## src/rtl/fix_pkg.sv

```systemverilog
// Shared fixed-point constants and helpers for the multiplier scheduler.
// Optional saturation is selected with the FIX_MUL_SAT_EN macro.
package fix_pkg;

    localparam int WS_DEF = 16;
    localparam int DP_DEF = 8;
    localparam int IW_DEF = WS_DEF - DP_DEF;

    localparam logic [WS_DEF-1:0] FIX_MAX = {1'b0, {(WS_DEF-1){1'b1}}};
    localparam logic [WS_DEF-1:0] FIX_MIN = {1'b1, {(WS_DEF-1){1'b0}}};

    // Requester tag width; at least one bit so a two-entry tag still exists.
    function automatic int tag_w(input int n);
        return (n <= 2) ? 1 : $clog2(n);
    endfunction

endpackage

```

## src/rtl/fix_mul_pipe.sv

```systemverilog
// LAT-stage signed Q-format multiply with valid/tag sideband, no arbitration.
// FIX_MUL_SAT_EN: clamp out-of-range products instead of wrapping.
module fix_mul_pipe
    import fix_pkg::*;
#(
    parameter int WS  = WS_DEF,
    parameter int DP  = DP_DEF,
    parameter int LAT = 2,
    parameter int TW  = 2
) (
    input  logic          clk,
    input  logic          rst,
    input  logic          in_valid,
    input  logic [TW-1:0] in_tag,
    input  logic [WS-1:0] in_a,
    input  logic [WS-1:0] in_b,
    output logic          out_valid,
    output logic [TW-1:0] out_tag,
    output logic [WS-1:0] out_data,
    output logic [LAT-1:0] stage_valid
);

    logic signed [2*WS-1:0] a_x, b_x, prod;
    logic [WS-1:0]          res;
    logic                   unused_bits;

    logic [LAT-1:0]         vld_q, vld_d;
    logic [LAT-1:0][TW-1:0] tag_q, tag_d;
    logic [LAT-1:0][WS-1:0] dat_q, dat_d;

`ifdef FIX_MUL_SAT_EN
    localparam logic [WS-1:0] SAT_MAX = {1'b0, {(WS-1){1'b1}}};
    localparam logic [WS-1:0] SAT_MIN = {1'b1, {(WS-1){1'b0}}};
`endif

    // Taking bits [WS+DP-1:DP] of the full product is the arithmetic shift
    // by DP (floor toward -inf) followed by wrap to WS bits.
    always_comb begin
        a_x  = {{WS{in_a[WS-1]}}, in_a};
        b_x  = {{WS{in_b[WS-1]}}, in_b};
        prod = a_x * b_x;
        res  = prod[WS+DP-1:DP];
`ifdef FIX_MUL_SAT_EN
        if (!((&prod[2*WS-1:WS+DP-1]) || !(|prod[2*WS-1:WS+DP-1])))
            res = prod[2*WS-1] ? SAT_MIN : SAT_MAX;
`endif
    end

    assign unused_bits = ^{prod[2*WS-1:WS+DP], prod[DP-1:0]};

    // Data registers only load behind a valid so the output holds the last result.
    always_comb begin
        vld_d[0] = in_valid;
        tag_d[0] = in_tag;
        dat_d[0] = in_valid ? res : dat_q[0];
        for (int i = 1; i < LAT; i++) begin
            vld_d[i] = vld_q[i-1];
            tag_d[i] = tag_q[i-1];
            dat_d[i] = vld_q[i-1] ? dat_q[i-1] : dat_q[i];
        end
    end

    always_ff @(posedge clk) begin
        if (rst) begin
            vld_q <= '0;
            tag_q <= '0;
            dat_q <= '0;
        end else begin
            vld_q <= vld_d;
            tag_q <= tag_d;
            dat_q <= dat_d;
        end
    end

    assign out_valid   = vld_q[LAT-1];
    assign out_tag     = tag_q[LAT-1];
    assign out_data    = dat_q[LAT-1];
    assign stage_valid = vld_q;

endmodule

```

## src/rtl/fix_mul_sched.sv

```systemverilog
// Round-robin scheduler sharing one pipelined fixed-point multiplier.
// FIX_MUL_SAT_EN (in fix_mul_pipe) selects saturating instead of wrapping output.
module fix_mul_sched
    import fix_pkg::*;
#(
    parameter int WS   = WS_DEF,
    parameter int DP   = DP_DEF,
    parameter int NREQ = 4,
    parameter int LAT  = 2
) (
    input  logic               clk,
    input  logic               rst,
    input  logic [NREQ-1:0]    req_valid,
    input  logic [NREQ*WS-1:0] req_a,
    input  logic [NREQ*WS-1:0] req_b,
    output logic [NREQ-1:0]    req_ready,
    output logic [NREQ-1:0]    res_valid,
    output logic [WS-1:0]      res_data,
    output logic               busy
);

    localparam int TW = tag_w(NREQ);

    logic [TW-1:0]   ptr_q, ptr_d, gidx, idx;
    logic [NREQ-1:0] grant;
    logic            found, accept;
    logic [WS-1:0]   a_sel, b_sel;
    logic            out_valid;
    logic [TW-1:0]   out_tag;
    logic [LAT-1:0]  stage_valid;

    // First valid requester at or after ptr, wrapping at NREQ-1.
    always_comb begin : arb
        int p;
        grant = '0;
        gidx  = '0;
        idx   = '0;
        found = 1'b0;
        p     = 0;
        for (int k = 0; k < NREQ; k++) begin
            p = int'(ptr_q) + k;
            if (p >= NREQ) p = p - NREQ;
            idx = TW'(p);
            if (!found && req_valid[idx]) begin
                found     = 1'b1;
                gidx      = idx;
                grant[idx] = 1'b1;
            end
        end
        req_ready = rst ? '0 : grant;
        accept    = found && !rst;
        ptr_d     = ptr_q;
        if (accept)
            ptr_d = (gidx == TW'(NREQ-1)) ? '0 : gidx + TW'(1);
    end

    always_ff @(posedge clk) begin
        if (rst) ptr_q <= '0;
        else     ptr_q <= ptr_d;
    end

    assign a_sel = req_a[int'(gidx)*WS +: WS];
    assign b_sel = req_b[int'(gidx)*WS +: WS];

    fix_mul_pipe #(
        .WS (WS),
        .DP (DP),
        .LAT(LAT),
        .TW (TW)
    ) u_pipe (
        .clk        (clk),
        .rst        (rst),
        .in_valid   (accept),
        .in_tag     (gidx),
        .in_a       (a_sel),
        .in_b       (b_sel),
        .out_valid  (out_valid),
        .out_tag    (out_tag),
        .out_data   (res_data),
        .stage_valid(stage_valid)
    );

    always_comb begin
        res_valid = '0;
        if (out_valid) res_valid[out_tag] = 1'b1;
    end

    assign busy = |stage_valid;

endmodule

```

## config.mk

```make
export PLATFORM = sky130hd
export DESIGN_NAME = fix_mul_sched
export DESIGN_NICKNAME = d
export VERILOG_FILES = /design/src/rtl/fix_pkg.sv /design/src/rtl/fix_mul_pipe.sv /design/src/rtl/fix_mul_sched.sv
export SDC_FILE = /design/constraint.sdc
export NUM_CORES = 1
export LEC_CHECK = 0
export ABC_AREA = 1
export BUFFER_PORTS_ARGS = -buffer_cell sky130_fd_sc_hd__buf_2
export CORE_ASPECT_RATIO = 0.9
export CORE_UTILIZATION = 30
export DETAILED_ROUTE_END_ITERATION = 7
export SETUP_SLACK_MARGIN = 0.05
export SLEW_MARGIN = 15
export SYNTH_ARGS = -nofsm -noshare
export SYNTH_HDL_FRONTEND = slang
export SYNTH_SLANG_ARGS = --single-unit
```

## constraint.sdc

```tcl
create_clock -name clk -period 8.6 [get_ports clk]
set_clock_uncertainty 0.1 [all_clocks]
set_input_delay 1.29 -clock clk [delete_from_list [all_inputs] [get_ports clk]]
set_output_delay 1.29 -clock clk [all_outputs]
set_load 0.1 [all_outputs]
```

# --- After elaboration in Yosys (flattened, before gate mapping) ---
# Cells that the tools add are included.
# Widths: inputs -> output; s select.
word_totals:
  inputBits: 134
  mem_count: 0
  latchBits: 0
  rom_bits: 0
  ram_bits: 0
  register_bits: 40
  elab_cells: 86
op_classes:
  multipliers: 1
  n_lt_le_gt_ge: 14
  n_eq_ne: 1
  addsub: 8
  n_reduce_logical: 14
  n_mux: 37
  n_bitwise: 3
  shift: 2
  n_div: 0
op_table:
  columns: ["cell", "n"]
  rows:
  - ["$shiftx 64x7->16", 2]
  - ["$mul 16x16->24", 1]
  - ["$mux 4", 6]
  - ["$mux 2", 9]
  - ["$lt 2x3->1 const B", 5]
  - ["$mux 1", 13]
  - ["$or 4x4->4", 3]
  - ["$demux 1 s2", 5]
  - ["$ge 2x1->1 const B", 5]
  - ["$ge 3x3->1 const B", 3]
  - ["$logic_and 1x1->1", 9]
  - ["$bmux 1 s2", 4]
  - ["$sub 2x1->2 const B", 4]
  - ["$add 2x2->3 const B", 2]
  - ["$logic_not 1->1", 4]
  - ["$add 2x1->3 const B", 1]
  - ["$ge 2x3->1 const B", 1]
  - ["$add 2x1->2 const B", 1]
  - ["$eq 2x2->1 const B", 1]
  - ["$reduce_or 2->1", 1]

# --- Depth between registers and ports, before layout ---
logic_depth:
  depth_word: 16
  mapped_depth: 43

# --- Modules after synthesis ---
# Synthesis repeated with hierarchy kept, for this count alone.
hier_totals:
  cells_unflattened: 1774
  hier_area_um2: 11646.2
modules_own_cells:
  columns: ["module", "cells_per_inst", "seq_area_each_um2", "instances", "area_each_um2"]
  rows:
  - ["fix_mul_pipe", 1322, 760.7, 1, 9593.0]
  - ["fix_mul_sched", 452, 40.0, 1, 2053.2]

# --- Least setup slack after synthesis ---
# No wires, ideal clock.
synth_timing:
  kind: "in2reg"
  startpoint: "input req_valid[3]"
  endpoint: "register u_pipe.dat_q[13] (netlist bit)"
  arrival_time_ns: 7.754
  setup_slack_ns: 0.633
  setup_time_ns: 0.113
  path_stages: 35
  path_cell_list: "inv_1 nand2_1 nand3_2 nand2_4 inv_2 o21ai_1 nand2_2 nand3_4 buf_6 buf_4 buf_2 or2_2 a32oi_1 buf_2 nor2_1 fa_1 inv_1 fa_1 fa_1 inv_1 fa_1 fa_1 inv_1 fa_1 inv_1 ha_1 a21oi_1 o21ai_0 a21oi_1 nor2_1 a311oi_1 o21ai_0 or2_2 nand3_1 nand2_1"
synth_via:
  elab_chain_cells: 14
  word_cells_on_any_way: 26
  cone_classes: "mul: 1; shift: 2; mux: 16; reduce/logical: 7"
synth_lines:
  columns: ["element", "line", "rtl"]
  rows:
  - ["start, declared", "fix_mul_sched.sv:13", "input logic [NREQ-1:0] req_valid,"]
  - ["$bmux 1 s2", "fix_mul_sched.sv:44", "if (!found && req_valid[idx]) begin"]
  - ["$mux 1 (implied by the code)", "fix_mul_sched.sv:44", null]
  - ["$mux 1", "fix_mul_sched.sv:44", null]
  - ["$logic_not 1->1", "fix_mul_sched.sv:44", null]
  - ["$logic_and 1x1->1", "fix_mul_sched.sv:44", null]
  - ["$mux 1", "fix_mul_sched.sv:44", null]
  - ["$logic_not 1->1", "fix_mul_sched.sv:44", null]
  - ["$logic_and 1x1->1", "fix_mul_sched.sv:44", null]
  - ["$mux 1", "fix_mul_sched.sv:44", null]
  - ["$logic_not 1->1", "fix_mul_sched.sv:44", null]
  - ["$logic_and 1x1->1", "fix_mul_sched.sv:44", null]
  - ["$mux 2", "fix_mul_sched.sv:44", null]
  - ["$shiftx 64x7->16 (on tied branches)", "fix_mul_sched.sv:62, fix_mul_sched.sv:63", null]
  - ["$mul 16x16->24", "fix_mul_pipe.sv:41", "prod = a_x * b_x;"]
  - ["end signal, assigned", "fix_mul_pipe.sv:71", "dat_q <= dat_d;"]
  - ["end, declared", "fix_mul_pipe.sv:29", "logic [LAT-1:0][WS-1:0] dat_q, dat_d;"]
# Several ways; a longest one is shown, not always the timed one. The select of a mux whose other input is x is not followed.
# A chain may end at the register's enable or synchronous reset.

# --- Worst setup path after layout ---
# Same ends and word-level chain as after synthesis.

==> report_table.html <==
<table>
<tr><th>Metric</th><th>Value</th></tr>
<tr><th colspan="2">Setup path</th></tr>
<tr><td>R2r worst-path depth</td><td>33</td></tr>
<tr><td>Most common cell type on the critical path</td><td>sky130_fd_sc_hd__fa_1</td></tr>
<tr><td>Master of the slowest instance on the critical path</td><td>sky130_fd_sc_hd__fa_1</td></tr>
<tr><td>Cell family contributing the most delay on the critical path</td><td>adder cells</td></tr>
<tr><td>Slowest cell delay on critical path</td><td>roughly 0.6 ns</td></tr>
<tr><td>Reg-to-reg slack, setup</td><td>0.58 ns</td></tr>
<tr><td>Critical path class</td><td>in2reg</td></tr>
<tr><td>Crit path required time</td><td>8.67 ns</td></tr>
<tr><td>Kind of start point of the critical path</td><td>primary input</td></tr>
<tr><td>Reg2reg end</td><td>u_pipe.dat_q[13]</td></tr>
<tr><td>Reg-to-Reg Start</td><td>ptr_q[1]</td></tr>
<tr><td>Element type at the critical path end</td><td>flop</td></tr>
<tr><td>Buffers &amp; Inverters on Critical Path</td><td>9</td></tr>
<tr><td>Largest fanout on the critical path</td><td>between 40 and 50</td></tr>
<tr><td>Data arrival at the endpoint of the critical path</td><td>8.22 ns</td></tr>
<tr><th colspan="2">Status</th></tr>
<tr><td>Violations in the final reports</td><td>DRC</td></tr>
<tr><td>Run status</td><td>complete, but fails checks</td></tr>
<tr><th colspan="2">Place</th></tr>
<tr><td>Port Buffer Count</td><td>between 150 and 200</td></tr>
<tr><td>Sum of net half-perimeters after detailed placement</td><td>29.8 mm</td></tr>
<tr><td>Worst setup slack before clock tree synthesis</td><td>-0.0490 ns</td></tr>
<tr><td>Placement-stage cell area</td><td>0.0127 sq mm</td></tr>
<tr><td>Global placement routability congestion</td><td>just under 1</td></tr>
<tr><th colspan="2">Logic synthesis</th></tr>
<tr><td>Synth top cells by count</td><td>sky130_fd_sc_hd__inv_1, sky130_fd_sc_hd__nand2_1, sky130_fd_sc_hd__fa_1</td></tr>
<tr><td>Number of flops mapped to enable cells by yosys</td><td>0</td></tr>
<tr><td>Nets in the synthesized netlist</td><td>1983</td></tr>
<tr><td>Post-synthesis cell area</td><td>0.0113 sq mm</td></tr>
<tr><td>Most common cell in the synthesized netlist</td><td>sky130_fd_sc_hd__inv_1</td></tr>
<tr><td>Syn_area_per_cell</td><td>7.11 sq um</td></tr>
<tr><td>Arithmetic-cell share of the synthesized area counting full adders, half adders and majority gates</td><td>a little over two fifths</td></tr>
<tr><td>Post-Synth XOR/XNOR Area</td><td>0.934%</td></tr>
<tr><td>Count of synthesis-stage warnings from yosys</td><td>0</td></tr>
<tr><td>Post-synthesis sequential area ratio</td><td>7.11%</td></tr>
<tr><td>Number of standard cells after synthesis</td><td>~1600</td></tr>
<tr><td>Flip-flop and latch count after synthesis</td><td>40</td></tr>
<tr><td>Top cell type's share of synthesized area</td><td>33.1%</td></tr>
<tr><td>Simple-Gate Fraction of Synth Area</td><td>between 20% and 30%</td></tr>
<tr><td>Mux cell area share after synthesis</td><td>0%</td></tr>
<tr><td>Post-synth top flop</td><td>sky130_fd_sc_hd__dfxtp_1</td></tr>
<tr><td>Area fraction in compound gates after synthesis</td><td>7.21%</td></tr>
<tr><td>Top post-synthesis cells by area</td><td>sky130_fd_sc_hd__fa_1, sky130_fd_sc_hd__inv_1, sky130_fd_sc_hd__nand2_1</td></tr>
<tr><td>Cell taking the most area after synthesis</td><td>sky130_fd_sc_hd__fa_1</td></tr>
<tr><td>Largest family of logic cells by synthesized area</td><td>adder cells</td></tr>
<tr><td>Count of different cell masters after synthesis</td><td>53</td></tr>
<tr><td>Async S/R FF share, synth</td><td>0%</td></tr>
<tr><th colspan="2">Global routing</th></tr>
<tr><td>First-pass GRT wire length</td><td>roughly 55 mm</td></tr>
<tr><td>Global-route congestion overflow total</td><td>0</td></tr>
<tr><td>Maximum number of pins on one net before global-route repair</td><td>46</td></tr>
<tr><td>Initial antenna violation count</td><td>0</td></tr>
<tr><td>Gr usage total</td><td>between 10% and 20%</td></tr>
<tr><td>Vias in the first global route</td><td>10400</td></tr>
<tr><th colspan="2">Floorplanning</th></tr>
<tr><td>Ports placed on the boundary</td><td>159</td></tr>
<tr><td>Chip Width</td><td>roughly 210 um</td></tr>
<tr><td>DIE HEIGHT</td><td>about 190 um</td></tr>
<tr><td>Initial cell density of the core</td><td>30.8%</td></tr>
<tr><td>Die footprint</td><td>about 0.038 sq mm</td></tr>
<tr><td>Count of standard-cell rows</td><td>66</td></tr>
<tr><td>Placeable core area</td><td>about 0.037 sq mm</td></tr>
<tr><th colspan="2">Clock network</th></tr>
<tr><td># H-tree levels</td><td>2</td></tr>
<tr><td>Number of hold buffers added after CTS</td><td>0</td></tr>
<tr><td>TritonCTS clock tree</td><td>yes</td></tr>
<tr><td>Max Buffers Root-to-Sink</td><td>2</td></tr>
<tr><td>TritonCTS sink count</td><td>40</td></tr>
<tr><td>Clock-pin slew on the worst setup and hold paths</td><td>around 0.06 ns</td></tr>
<tr><td>Number of clock buffers inserted by TritonCTS</td><td>5</td></tr>
<tr><td>Worst-skew pair later-pin latency</td><td>between 0.2 and 0.3 ns</td></tr>
<tr><td>Root cell of the clock tree</td><td>sky130_fd_sc_hd__clkbuf_16</td></tr>
<tr><th colspan="2">Timing</th></tr>
<tr><td>Top achievable clock speed</td><td>123 MHz</td></tr>
<tr><td>Ratio of final minimum period to clock period</td><td>between 90% and 100%</td></tr>
<tr><td>Final count of pins violating max slew</td><td>0</td></tr>
<tr><td>Unrepaired setup endpoints after global routing</td><td>false</td></tr>
<tr><td>Final setup violating endpoints</td><td>0</td></tr>
<tr><td>Final Critical Period</td><td>8.15 ns</td></tr>
<tr><td>Final worst slack</td><td>0.455 ns</td></tr>
<tr><td>Max-Slew Margin vs Limit</td><td>35.0%</td></tr>
<tr><td>Slew at the pin closest to its max-slew limit</td><td>0.975 ns</td></tr>
<tr><td>Fin Setup TNS</td><td>0 ns</td></tr>
<tr><td>Final hold violations</td><td>0</td></tr>
<tr><th colspan="2">Drt</th></tr>
<tr><td>Drt wl/cell</td><td>15.7 um</td></tr>
<tr><td>Detailed Routing Iterations Pass 1</td><td>8</td></tr>
<tr><td>Detail-routed via count per cell</td><td>4.71</td></tr>
<tr><td>Routed wire length</td><td>34.8 mm</td></tr>
<tr><td>Number of routed nets with antenna violations</td><td>0</td></tr>
<tr><td>1st-iter DRT viols</td><td>942</td></tr>
<tr><td>Drt drc</td><td>9</td></tr>
<tr><td>Total number of vias</td><td>10400</td></tr>
<tr><th colspan="2">Hold path</th></tr>
<tr><td>Type of the most critical hold path</td><td>reg2reg</td></tr>
<tr><td>Hold Path Depth</td><td>2</td></tr>
<tr><td>Endpoint with the worst hold slack</td><td>u_pipe.out_tag[0]</td></tr>
<tr><td>Worst Min Path Start</td><td>u_pipe.tag_d[2]</td></tr>
<tr><th colspan="2">Cells and area</th></tr>
<tr><td>Net count of the finished layout</td><td>around 2100</td></tr>
<tr><td>Antenna cells</td><td>0</td></tr>
<tr><td>Fin util</td><td>roughly 35%</td></tr>
<tr><td>Final std cell area, no fill</td><td>0.0130 sq mm</td></tr>
<tr><td>Synthesis-to-finish area growth</td><td>15.2%</td></tr>
<tr><td>Ratio of cells with drive above 1 in the final layout</td><td>about 18%</td></tr>
<tr><td>Final-layout fill cell count</td><td>3918</td></tr>
<tr><th colspan="2">Flow run</th></tr>
<tr><td># Max-Cap Violations</td><td>0</td></tr>
</table>
==> metrics by stage <==
| stage | hold WS (ns) | instances |
|---|---|---|
| finish | 0.308 | 2218 |
| global route | 0.329 | 2218 |
| CTS | 0.310 | 2210 |
| detailed placement | 0.298 | 2202 |
| global placement | 0.292 | 2202 |
| floorplan | 0.288 | 1584 |
==> layer usage <==
layer / wire length, um / global-route usage (%) / vias to the layer above
met5: 0 / 0 / -
met3: 2200 / 1.33 / 44
li1: - / - / 5030
met4: 834 / 4.74 / 0
met2: 15200 / 30.0 / 371
met1: 16600 / 26.6 / 4996
==> registers in the layout (all words and copies together) (netlist names) <==
name and cells:
u_pipe.out_tag 2, u_pipe.out_data 16, u_pipe.stage_valid 2, u_pipe.tag_d 2, ptr_q 2, u_pipe.dat_q 16
==> layout by cell type, fill, tap and decap left out, types with 5 or more instances in the layout <==
cell,n
sky130_fd_sc_hd__nand4_1,18
sky130_fd_sc_hd__clkbuf_16,5
sky130_fd_sc_hd__xor2_1,5
sky130_fd_sc_hd__nor2_1,177
sky130_fd_sc_hd__nand3_1,79
sky130_fd_sc_hd__o211ai_1,8
sky130_fd_sc_hd__o21ai_0,45
sky130_fd_sc_hd__buf_2,158
sky130_fd_sc_hd__fa_1,186
sky130_fd_sc_hd__inv_1,385
sky130_fd_sc_hd__nand2_1,318
sky130_fd_sc_hd__ha_1,79
sky130_fd_sc_hd__dfxtp_1,39
sky130_fd_sc_hd__a31oi_1,5
sky130_fd_sc_hd__nand2_2,24
sky130_fd_sc_hd__nor3_1,7
sky130_fd_sc_hd__inv_2,12
sky130_fd_sc_hd__a21oi_1,44
sky130_fd_sc_hd__or2_2,20
sky130_fd_sc_hd__buf_4,49
sky130_fd_sc_hd__xnor2_1,7
==> area by class of cell <==
type / count / area, sq um / area share [%]
Clock buffer: 5 / 125 / 0.965
Sequential cell: 40 / 802 / 6.18
Multi-Input combinational cell: 1084 / 8660 / 66.8
Timing Repair Buffer: 211 / 1240 / 9.55
Clock inverter: 3 / 46.3 / 0.357
Tap cell: 476 / 596 / 4.59
Inverter: 399 / 1500 / 11.6
==> worst reg2reg max path: cells and delay by family, from the launching register on <==
kind                       cells  cell delay (ns)
AOI/OAI and AO/OA              5             1.28
adders and majority gates      8             3.77
buffers and inverters          9             1.06
DFF                            1             0.44
and+or+nand+nor               11             1.28
==> logic make-up (layout without fill, tap and decap cells) <==
| logic type | Yosys count | in the layout |
|---|---|---|
| DFF | 40 | 40 |
| adders and majority gates | 265 | 265 |
| and+or+nand+nor | 673 | 673 |
| AOI/OAI and AO/OA | 133 | 134 |
| xor gates and xnor gates | 12 | 12 |
| buffers and inverters | 461 | 618 |
==> how the worst max path moves through the flow <==
stage | startpoint | end | cells after the start
5_1_grt | req_valid[3] | u_pipe.dat_q[13] | 33
2_1_floorplan | req_valid[3] | u_pipe.dat_q[13] | 35
4_1_cts | req_valid[3] | u_pipe.dat_q[13] | 33
3_3_place_gp | req_valid[3] | u_pipe.dat_q[15] | 34
3_5_place_dp | req_valid[3] | u_pipe.dat_q[13] | 33
6_report | req_valid[3] | u_pipe.dat_q[13] | 32
==> repair_timing <==
action / 4_1_cts / 5_1_grt
resized for setup: 0 / 20
setup endpoints to repair: 0 / 12
hold endpoints to repair: 0 / 0
setup buffers: 0 / 7
Power is not shown: default switching activity piles up to over one toggle a cycle in this logic, so the estimate is an artifact.
